==> src/rtl/fir_cap_pkg.sv <==
// Shared types and helpers for the FIR output capture stage.
// The saturating narrow (sat_o) is only used when FIR_CAP_SAT_EN is defined.
package fir_cap_pkg;

    localparam int Y_W = 16;
    localparam int O_W = 8;
    localparam int S_W = Y_W + 1;

    typedef enum logic [1:0] {
        IDLE    = 2'd0,
        WAIT    = 2'd1,
        CAPTURE = 2'd2
    } cap_state_e;

    // Clamp a rescaled 17-bit value into the signed 8-bit output range.
    function automatic logic signed [O_W-1:0] sat_o(input logic signed [S_W-1:0] v);
        if (v > 17'sd127) begin
            return 8'sd127;
        end else if (v < -17'sd128) begin
            return -8'sd128;
        end else begin
            return O_W'(v);
        end
    endfunction

endpackage

==> src/rtl/sync_fifo.sv <==
// Single-clock FIFO with combinational head read and synchronous reset.
// A push while full is still accepted when a pop happens in the same cycle.
module sync_fifo #(
    parameter int W     = 8,
    parameter int DEPTH = 8
) (
    input  logic                     clk,
    input  logic                     Rst,
    input  logic                     push,
    input  logic [W-1:0]             push_data,
    input  logic                     pop,
    output logic [W-1:0]             head_data,
    output logic [$clog2(DEPTH):0]   count,
    output logic                     full,
    output logic                     empty
);

    localparam int AW = $clog2(DEPTH);
    localparam int CW = AW + 1;

    logic [W-1:0]  mem_reg [DEPTH];
    logic [AW-1:0] wr_ptr_reg;
    logic [AW-1:0] rd_ptr_reg;
    logic [CW-1:0] count_reg;
    logic          pop_fire;
    logic          push_ok;

    assign empty     = (count_reg == '0);
    assign full      = (count_reg == CW'(DEPTH));
    assign pop_fire  = pop & ~empty;
    assign push_ok   = push & (~full | pop_fire);
    assign count     = count_reg;
    // Empty FIFO presents zero rather than a stale entry.
    assign head_data = empty ? '0 : mem_reg[rd_ptr_reg];

    // Storage write; contents need no reset because the pointers flush it.
    always_ff @(posedge clk) begin
        if (!Rst && push_ok) begin
            mem_reg[wr_ptr_reg] <= push_data;
        end
    end

    // Pointer and occupancy bookkeeping; pointers wrap naturally at DEPTH.
    always_ff @(posedge clk) begin
        if (Rst) begin
            wr_ptr_reg <= '0;
            rd_ptr_reg <= '0;
            count_reg  <= '0;
        end else begin
            if (push_ok) begin
                wr_ptr_reg <= wr_ptr_reg + 1'b1;
            end
            if (pop_fire) begin
                rd_ptr_reg <= rd_ptr_reg + 1'b1;
            end
            case ({push_ok, pop_fire})
                2'b10:   count_reg <= count_reg + 1'b1;
                2'b01:   count_reg <= count_reg - 1'b1;
                default: count_reg <= count_reg;
            endcase
        end
    end

endmodule

==> src/rtl/fir_out_capture.sv <==
// Capture stage for the serial-DA FIR: samples Yn a fixed delay after each
// x_stb, rescales with round-half-up to 8 bits and queues the result.
// Build option FIR_CAP_SAT_EN: saturate the 8-bit result instead of wrapping.
module fir_out_capture
    import fir_cap_pkg::*;
#(
    parameter int DEPTH     = 8,
    parameter int CAP_DELAY = 8,
    parameter int SHIFT     = 7
) (
    input  logic                        clk,
    input  logic                        Rst,
    input  logic                        x_stb,
    input  logic signed [Y_W-1:0]       Yn,
    output logic signed [O_W-1:0]       out_data,
    output logic                        out_valid,
    input  logic                        out_ready,
    output logic [$clog2(DEPTH):0]      count,
    output logic                        overflow,
    output logic                        miss
);

    localparam logic [3:0]            CNT_LOAD = 4'(CAP_DELAY - 1);
    localparam logic signed [S_W-1:0] RND      = 17'sd1 <<< (SHIFT - 1);

    cap_state_e            state_reg, state_next;
    logic [3:0]            cnt_reg, cnt_next;
    logic signed [Y_W-1:0] cap_reg;
    logic                  cap_load;
    logic                  push;
    logic                  miss_set;
    logic                  overflow_reg;
    logic                  miss_reg;
    logic signed [S_W-1:0] s17;
    logic signed [S_W-1:0] q17;
    logic [O_W-1:0]        push_data;
    logic [O_W-1:0]        head_data;
    logic                  fifo_full;
    logic                  fifo_empty;
    logic                  push_drop;

    // Next-state logic: wait CAP_DELAY clocks, capture, then push for one cycle.
    always_comb begin
        state_next = state_reg;
        cnt_next   = cnt_reg;
        cap_load   = 1'b0;
        push       = 1'b0;
        miss_set   = 1'b0;
        case (state_reg)
            IDLE: begin
                if (x_stb) begin
                    state_next = WAIT;
                    cnt_next   = CNT_LOAD;
                end
            end
            WAIT: begin
                miss_set = x_stb;
                if (cnt_reg == 4'd0) begin
                    cap_load   = 1'b1;
                    state_next = CAPTURE;
                end else begin
                    cnt_next = cnt_reg - 4'd1;
                end
            end
            CAPTURE: begin
                push = 1'b1;
                if (x_stb) begin
                    state_next = WAIT;
                    cnt_next   = CNT_LOAD;
                end else begin
                    state_next = IDLE;
                end
            end
            default: begin
                state_next = IDLE;
            end
        endcase
    end

    // State, delay counter, captured sample and sticky flags.
    always_ff @(posedge clk) begin
        if (Rst) begin
            state_reg    <= IDLE;
            cnt_reg      <= 4'd0;
            cap_reg      <= '0;
            overflow_reg <= 1'b0;
            miss_reg     <= 1'b0;
        end else begin
            state_reg    <= state_next;
            cnt_reg      <= cnt_next;
            if (cap_load) begin
                cap_reg <= Yn;
            end
            overflow_reg <= overflow_reg | push_drop;
            miss_reg     <= miss_reg | miss_set;
        end
    end

    // Round-half-up rescale in 17 bits so the rounding offset cannot overflow.
    assign s17 = {cap_reg[Y_W-1], cap_reg} + RND;
    assign q17 = s17 >>> SHIFT;

`ifdef FIR_CAP_SAT_EN
    assign push_data = sat_o(q17);
`else
    assign push_data = O_W'(q17);
`endif

    // A capture is lost only when the FIFO is full and nothing leaves this cycle.
    assign push_drop = push & fifo_full & ~(out_valid & out_ready);

    sync_fifo #(
        .W     (O_W),
        .DEPTH (DEPTH)
    ) u_fifo (
        .clk       (clk),
        .Rst       (Rst),
        .push      (push),
        .push_data (push_data),
        .pop       (out_ready),
        .head_data (head_data),
        .count     (count),
        .full      (fifo_full),
        .empty     (fifo_empty)
    );

    assign out_valid = ~fifo_empty;
    assign out_data  = head_data;
    assign overflow  = overflow_reg;
    assign miss      = miss_reg;

endmodule

==> config.mk <==
export PLATFORM = sky130hd
export DESIGN_NAME = fir_out_capture
export DESIGN_NICKNAME = d
export VERILOG_FILES = /design/src/rtl/fir_cap_pkg.sv /design/src/rtl/sync_fifo.sv /design/src/rtl/fir_out_capture.sv
export SDC_FILE = /design/constraint.sdc
export NUM_CORES = 1
export LEC_CHECK = 0
export ABC_AREA = 1
export CORE_MARGIN = 2
export CORE_UTILIZATION = 44
export CTS_BUF_LIST = sky130_fd_sc_hd__clkbuf_4 sky130_fd_sc_hd__clkbuf_8 sky130_fd_sc_hd__clkbuf_16
export CTS_CLUSTER_SIZE = 16
export DETAILED_ROUTE_END_ITERATION = 10
export PLACE_DENSITY = 0.76
export SLEW_MARGIN = 20
export SYNTH_ARGS = -nofsm -noshare
export SYNTH_HDL_FRONTEND = slang
export SYNTH_SLANG_ARGS = --single-unit
==> constraint.sdc <==
create_clock -name clk -period 3 [get_ports clk]
set_clock_uncertainty 0.05 [all_clocks]
set_input_delay 0.3 -clock clk [delete_from_list [all_inputs] [get_ports clk]]
set_output_delay 0.3 -clock clk [all_outputs]
set_load 0.05 [all_outputs]
==> results.toml, run 1 <==
[run_status]
run_status = "completed"

[cts]
htree_num_levels = 3
worst_skew_pair.late_latency_ns = 0.35
cts_max_path_buffers = 2
cts.hold.buffers_added = 0
post-cts-setup-buffers = 0
numClockSinks = 94
cts-resized-gates = 0
clk_pin_slew_ns = 0.09
cts_tree = "built"
clockRootBuffer = "sky130_fd_sc_hd__clkbuf_8"
cts_inserted_buffers = 9

[worst_setup_path]
timing.critical_path.from_type = "flop"
critPathBufInv = 2
required_ns = 2.65
cp_peak_stage_delay_ns = 0.80
critical-path-slowest-cell = "sky130_fd_sc_hd__clkdlybuf4s50_1"
endpoint_kind = "primary output"
worst-endpoint-arrival_ns = 2.41
path_class = "reg2out"
cpMostUsedCell = "sky130_fd_sc_hd__nor2_1"
timing.critical_path.cells = "inv_2, nor2_1, o211ai_1, nand2_1, nor2_1, clkdlybuf4s50_1"
timing.critical_path.max_delay_family = "buffers and inverters"
critical_path.max_fanout = 32

[sta]
timing_worst_slew_pin_value_ns = 0.690
slew-limit-headroom_pct = 53.9
hold_slack_ns = 0.412
final_worst_path_cycle_share_pct = 92.1
number_of_pins_exceeding_their_max_slew_limit_in_the_final_report = 0
hold_violation_count_in_the_final_report = 0
grt_setup_unrepaired = "no"
setup_violations = 0
fmaxAchievable_ghz = 0.362
final.setup.worst_slack_ns = 0.236
period_minus_ws_final_ns = 2.76
setup-tns-final_ns = 0

[finish]
diodes = 0
final_nets = 451
leading_cell_types_in_the_layout_fill_and_taps_excluded = "sky130_fd_sc_hd__nor2_1, sky130_fd_sc_hd__edfxtp_1, sky130_fd_sc_hd__nand2_1"
syn2layout_area_growth_pct = 15.8
fin_cells = 536
largest_register_ffs = 64
post_route_cells_drive_above_1_share_pct = 10.7
design_area_um2 = 4600
final_common_cell = "sky130_fd_sc_hd__nor2_1"

[synth]
mappedNetlistNets = 413
synth_edf_count = 64
yosysWarnings = 0
yosysUniqueCellTypes = 27
syn_area_per_cell_um2 = 10.3
ys_seq_elements = 94
synth.yosys.seq_area_share_pct = 63.5
synthArstFlopShare_pct = 0
synth.top_cells.by_area = "sky130_fd_sc_hd__edfxtp_1, sky130_fd_sc_hd__dfxtp_1, sky130_fd_sc_hd__nor2_1, sky130_fd_sc_hd__nand2_1, sky130_fd_sc_hd__o21ai_1"
synthCells = 385
synth_top_cell_area_share_pct = 48.3
synth_area_leader_cell = "sky130_fd_sc_hd__edfxtp_1"
synth-main-ff-cell = "sky130_fd_sc_hd__edfxtp_1"
synth_area_um2 = 3980

[pwr]
cell_internal_pwr_uw = 2350
vdd_drop_max_uv = 509
cellPowerDensity_nw_per_um2 = 848
leakage_dissipation_uw = 0.00172
share_clk_of_total_power_pct = 21.8
p_sw_share_pct = 39.8
power_frac_seq_pct = 39.7
netSwitchingPower_uw = 1550
combinationalPowerShare_pct = 38.4

[global_routing]
overflow = 0
via_count_of_the_first_global_routing_pass = 2652
grtUsageMet3_pct = 3.48
busiest_layer = "met2"
grtUsageMet1_pct = 21.0
grt_first_pass_wirelength_um = 12600
grt_util_all_layers_pct = 16.3
groute.layer.met2.usage_pct = 27.4
grt_antenna_before_repair = 0
pin_count_of_the_biggest_net_entering_global_routing = 33

[die]
die_h_um = 99.1
fp-row-count = 34
die_w_um = 99.1
dieArea_um2 = 9810
io-pin-count = 35
floorplan_core_area_um2 = 8720
initial_utilization_pct = 45.6

[placement]
dpl-instance-area_um2 = 4400
globalplace.congestion = 0.795
detailed_place_hpwl_um = 5220
port_buffers = 27
place_ws_ns = 0.612
dp.cells = 520

[drt]
drt-wirelength-per-cell_um = 14.1
drt-pass1-iter-count = 5
detail_route.iter0.violations = 245
drt-total-wl_um = 7580
via_count_of_the_routed_design = 2782
post_drt_via_cell_ratio = 5.19
remaining_drc_errors = 0
ant_nets = 0

[run]
max_cap_violations = 0

[min_path]
worst_hold_path_type = "reg2reg"
==> worst register-to-register path, delay by kind of cell, from the launching register on <==
kind	cells	cell delay [ns]
flip-flops	1	0.44
adder cells (fa/ha/maj)	2	0.42
AO/OA/AOI/OAI	2	0.21
XOR/XNOR	1	0.15
buffers and inverters	3	0.32
AND/OR/NAND/NOR	4	0.45
==> per-layer routing <==
metal / share of wire, % / vias up
met3: 5.0 / 8
li1: - / 1401
met4: 0.70 / 0
met5: 0 / -
met2: 48 / 77
met1: 46 / 1296
==> worst paths after layout <==
kind	startpoint	slack [ns]	to	depth (start not counted)
max	flop	0.24	out_data[4]	6
min reg2reg	miss	0.41	miss	2
max reg2reg	u_fifo.count[0]	0.85	u_fifo.count[2]	12
min	miss	0.41	miss	2
==> power by group through the flow <==
stage	clock network (uW)	logic [uW]	registers [uW]
6_report	851	1500	1550
5_1_grt	923	1640	1560
4_1_cts	868	1500	1550
3_5_place_dp	0	1500	1580
3_3_place_gp	0	1460	1570
2_1_floorplan	0	1020	1630
==> synth_stat cells, types with 6 or more instances <==
cell and n:
sky130_fd_sc_hd__edfxtp_1 64, sky130_fd_sc_hd__a21oi_1 17, sky130_fd_sc_hd__o21ai_1 28, sky130_fd_sc_hd__buf_2 7
sky130_fd_sc_hd__nand3_1 9, sky130_fd_sc_hd__o211ai_1 8, sky130_fd_sc_hd__nor3_1 6, sky130_fd_sc_hd__inv_2 8
sky130_fd_sc_hd__dfxtp_1 30, sky130_fd_sc_hd__o22ai_1 8, sky130_fd_sc_hd__o21ai_0 23, sky130_fd_sc_hd__nand2_1 38
sky130_fd_sc_hd__nor2_1 84, sky130_fd_sc_hd__inv_1 20, sky130_fd_sc_hd__ha_1 8, sky130_fd_sc_hd__xor2_1 9
==> final cells by class <==
cell class / instances / area (um2)
clock buffers: 9 / 124
fillers: 734 / 4120
well taps: 108 / 135
multi-input cells: 250 / 1270
clock inverters: 7 / 78.8
flip-flops and latches: 94 / 2520
inverters: 28 / 105
repair buffers: 40 / 363
==> through the flow <==
stage	util (%)	total power, uW
floorplan	-	2650
global placement	50.5	3030
detailed placement	50.5	3080
CTS	52.8	3920
global route	52.8	4130
finish	52.8	3900
==> logic make-up (layout without fill, tap and decap cells) <==
| kind of cell | Yosys count | in the layout | synth area share, % |
|---|---|---|---|
| adder cells (fa/ha/maj) | 8 | 8 | 2.52 |
| flip-flops | 94 | 94 | 63.5 |
| AND/OR/NAND/NOR | 144 | 144 | 15.2 |
| AO/OA/AOI/OAI | 86 | 86 | 11.7 |
| buffers and inverters | 41 | 84 | 4.47 |
| XOR/XNOR | 12 | 12 | 2.64 |
Note: power is estimated with default switching activity, not from simulation.
==> run 2, diff against run 1 <==
--- a/config.mk
+++ b/config.mk
@@ -6,13 +6,14 @@
 export NUM_CORES = 1
 export LEC_CHECK = 0
 export ABC_AREA = 1
+export CAP_MARGIN = 20
 export CORE_MARGIN = 2
 export CORE_UTILIZATION = 44
 export CTS_BUF_LIST = sky130_fd_sc_hd__clkbuf_4 sky130_fd_sc_hd__clkbuf_8 sky130_fd_sc_hd__clkbuf_16
 export CTS_CLUSTER_SIZE = 16
 export DETAILED_ROUTE_END_ITERATION = 10
 export PLACE_DENSITY = 0.76
-export SLEW_MARGIN = 20
+export SLEW_MARGIN = 40
 export SYNTH_ARGS = -nofsm -noshare
 export SYNTH_HDL_FRONTEND = slang
 export SYNTH_SLANG_ARGS = --single-unit
==> results of run 2 <==
No change in the layout: final DEF, timing and power equal those of run 1.
==> run 3, diff against run 2 <==
--- a/config.mk
+++ b/config.mk
@@ -7,7 +7,7 @@
 export LEC_CHECK = 0
 export ABC_AREA = 1
 export CAP_MARGIN = 20
-export CORE_MARGIN = 2
+export CORE_MARGIN = 8
 export CORE_UTILIZATION = 44
 export CTS_BUF_LIST = sky130_fd_sc_hd__clkbuf_4 sky130_fd_sc_hd__clkbuf_8 sky130_fd_sc_hd__clkbuf_16
 export CTS_CLUSTER_SIZE = 16
@@ -17,3 +17,4 @@
 export SYNTH_ARGS = -nofsm -noshare
 export SYNTH_HDL_FRONTEND = slang
 export SYNTH_SLANG_ARGS = --single-unit
+export TNS_END_PERCENT = 30
==> run 3 against run 2 <==
  * Fmax rose by 0.61%
  * Critical endpoint is now out_data[1]
  * Largest cell class unchanged
  * Largest power group unchanged
  * Worst hold slack improved by 0.0037 ns
  * Register-to-register slack improved by 0.05 ns
==> results.toml, run 3 (synthesis results as in run 1) <==
[worst_setup_path]
cell_depth_of_the_worst_flop_to_flop_path = 12
critical-path-slowest-cell = "sky130_fd_sc_hd__clkdlybuf4s50_1"
critical_path.max_fanout = 29
cpMostUsedCell = "sky130_fd_sc_hd__nor2_1"
r2r_setup_slack_ns = 0.90
r2r_end = "u_fifo.count[2]"
reg2reg_from = "u_fifo.count[0]"
timing.critical_path.from_type = "flop"
timing.critical_path.max_delay_family = "buffers and inverters"
cp_peak_stage_delay_ns = 0.82
path_class = "reg2out"
endpoint_kind = "primary output"
critPathBufInv = 2
required_ns = 2.65
worst-endpoint-arrival_ns = 2.40
timing.critical_path.cells = "inv_2, nor2_1, o22ai_1, nor2_1, nor2_1, clkdlybuf4s50_1"

[drt]
via_count_of_the_routed_design = 2789
remaining_drc_errors = 0
drt-pass1-iter-count = 4
detail_route.iter0.violations = 127
post_drt_via_cell_ratio = 5.20
ant_nets = 0
drt-wirelength-per-cell_um = 14.0
drt-total-wl_um = 7520

[cts]
cts_inserted_buffers = 9
worst_skew_pair.late_latency_ns = 0.36
clk_pin_slew_ns = 0.09
numClockSinks = 94
htree_num_levels = 3
cts_max_path_buffers = 2
cts_tree = "built"
clockRootBuffer = "sky130_fd_sc_hd__clkbuf_8"

[die]
fp-row-count = 34
die_h_um = 111
floorplan_core_area_um2 = 8760
dieArea_um2 = 12300
initial_utilization_pct = 45.4
io-pin-count = 35
die_w_um = 111

[global_routing]
pin_count_of_the_biggest_net_entering_global_routing = 30
grt_antenna_before_repair = 0
overflow = 0
via_count_of_the_first_global_routing_pass = 2658
grt_util_all_layers_pct = 12.2
grt_first_pass_wirelength_um = 12400

[sta]
fmaxAchievable_ghz = 0.364
setup-tns-final_ns = 0
final.setup.worst_slack_ns = 0.253
slew-limit-headroom_pct = 55.2
final_worst_path_cycle_share_pct = 91.6
setup_violations = 0
grt_setup_unrepaired = "no"
timing_worst_slew_pin_value_ns = 0.671
period_minus_ws_final_ns = 2.75
hold_slack_ns = 0.416
hold_violation_count_in_the_final_report = 0
number_of_pins_exceeding_their_max_slew_limit_in_the_final_report = 0

[placement]
dpl-instance-area_um2 = 4400
port_buffers = 27
detailed_place_hpwl_um = 5250
globalplace.congestion = 0.817
place_ws_ns = 0.579

[finish]
design_area_um2 = 4600
final_common_cell = "sky130_fd_sc_hd__nor2_1"
post_route_cells_drive_above_1_share_pct = 10.7
syn2layout_area_growth_pct = 15.8
final_nets = 451
leading_cell_types_in_the_layout_fill_and_taps_excluded = "sky130_fd_sc_hd__nor2_1, sky130_fd_sc_hd__edfxtp_1, sky130_fd_sc_hd__nand2_1"
largest_register_ffs = 64
diodes = 0

[pwr]
cellPowerDensity_nw_per_um2 = 838
leakage_dissipation_uw = 0.00173
vdd_drop_max_uv = 430

[min_path]
holdPathEnd = "miss"
timing.hold.worst.start = "miss"
hold_depth = 2
worst_hold_path_type = "reg2reg"

[run_status]
run_status = "completed"

[run]
max_cap_violations = 0
run 3: changes by cell type in the layout (fill, tap and decap cells not counted):
cell | previous run | this run
sky130_fd_sc_hd__clkinvlp_4 | 0 | 1
sky130_fd_sc_hd__clkdlybuf4s50_1 | 25 | 24
sky130_fd_sc_hd__inv_6 | 4 | 1
sky130_fd_sc_hd__inv_8 | 0 | 3
sky130_fd_sc_hd__clkinv_8 | 0 | 1
sky130_fd_sc_hd__dlymetal6s2s_1 | 0 | 1
sky130_fd_sc_hd__clkinv_2 | 1 | 0
sky130_fd_sc_hd__bufinv_16 | 1 | 0
run 3: power by group:
group	internal [uW]	total (uW)	switching, uW
combinational	482	1510	1030
sequential	1470	1540	69.9
clock	330	813	483
total	2280	3860	1580
run 3: timing repair:
action                                  4_1_cts  5_1_grt
resized for setup                             0        1
endpoints found under the setup margin        0        1
setup buffers                                 0        0
hold buffers                                  0        0
run 3: through the flow:
step / util [%] / std cells / power, uW
2_1_floorplan: - / 385 / 2650
3_3_place_gp: 50.2 / 520 / 3040
3_5_place_dp: 50.2 / 520 / 3080
4_1_cts: 52.5 / 536 / 3890
5_1_grt: 52.5 / 536 / 4080
6_report: 52.5 / 536 / 3860
run 3: worst max-delay path by stage:
stage               slack, ns              end            start  cells past startpoint
floorplan                0.60  u_fifo.count[2]  u_fifo.count[0]                     12
global placement         0.64      out_data[1]             flop                      6
detailed placement       0.58      out_data[4]             flop                      6
CTS                      0.18      out_data[4]             flop                      6
global route             0.08      out_data[3]             flop                      6
finish                   0.25      out_data[1]             flop                      6
run 3: worst register-to-register path, delay by kind of cell (launching register included):
family / cells / cell delay (ns)
flops: 1 / 0.43
simple gates: 4 / 0.42
compound gates: 2 / 0.21
xor+xnor: 1 / 0.15
buf+inv: 3 / 0.33
fa+ha+maj: 2 / 0.42
run 3: area by class of cell:
| cell class | instances | area [um2] |
|---|---|---|
| Timing Repair Buffer | 40 | 365 |
| Sequential cell | 94 | 2520 |
| Clock buffer | 9 | 124 |
| Inverter | 28 | 105 |
| Clock inverter | 7 | 75.1 |
| Fill cell | 761 | 4160 |
| Tap cell | 108 | 135 |
| Multi-Input combinational cell | 250 | 1270 |
run 3: metal layers:
layer	part of all wire, %	GRT usage [%]
met3	5.5	2.76
met5	0	0
met4	1.9	5.60
met2	48	20.2
met1	45	14.8
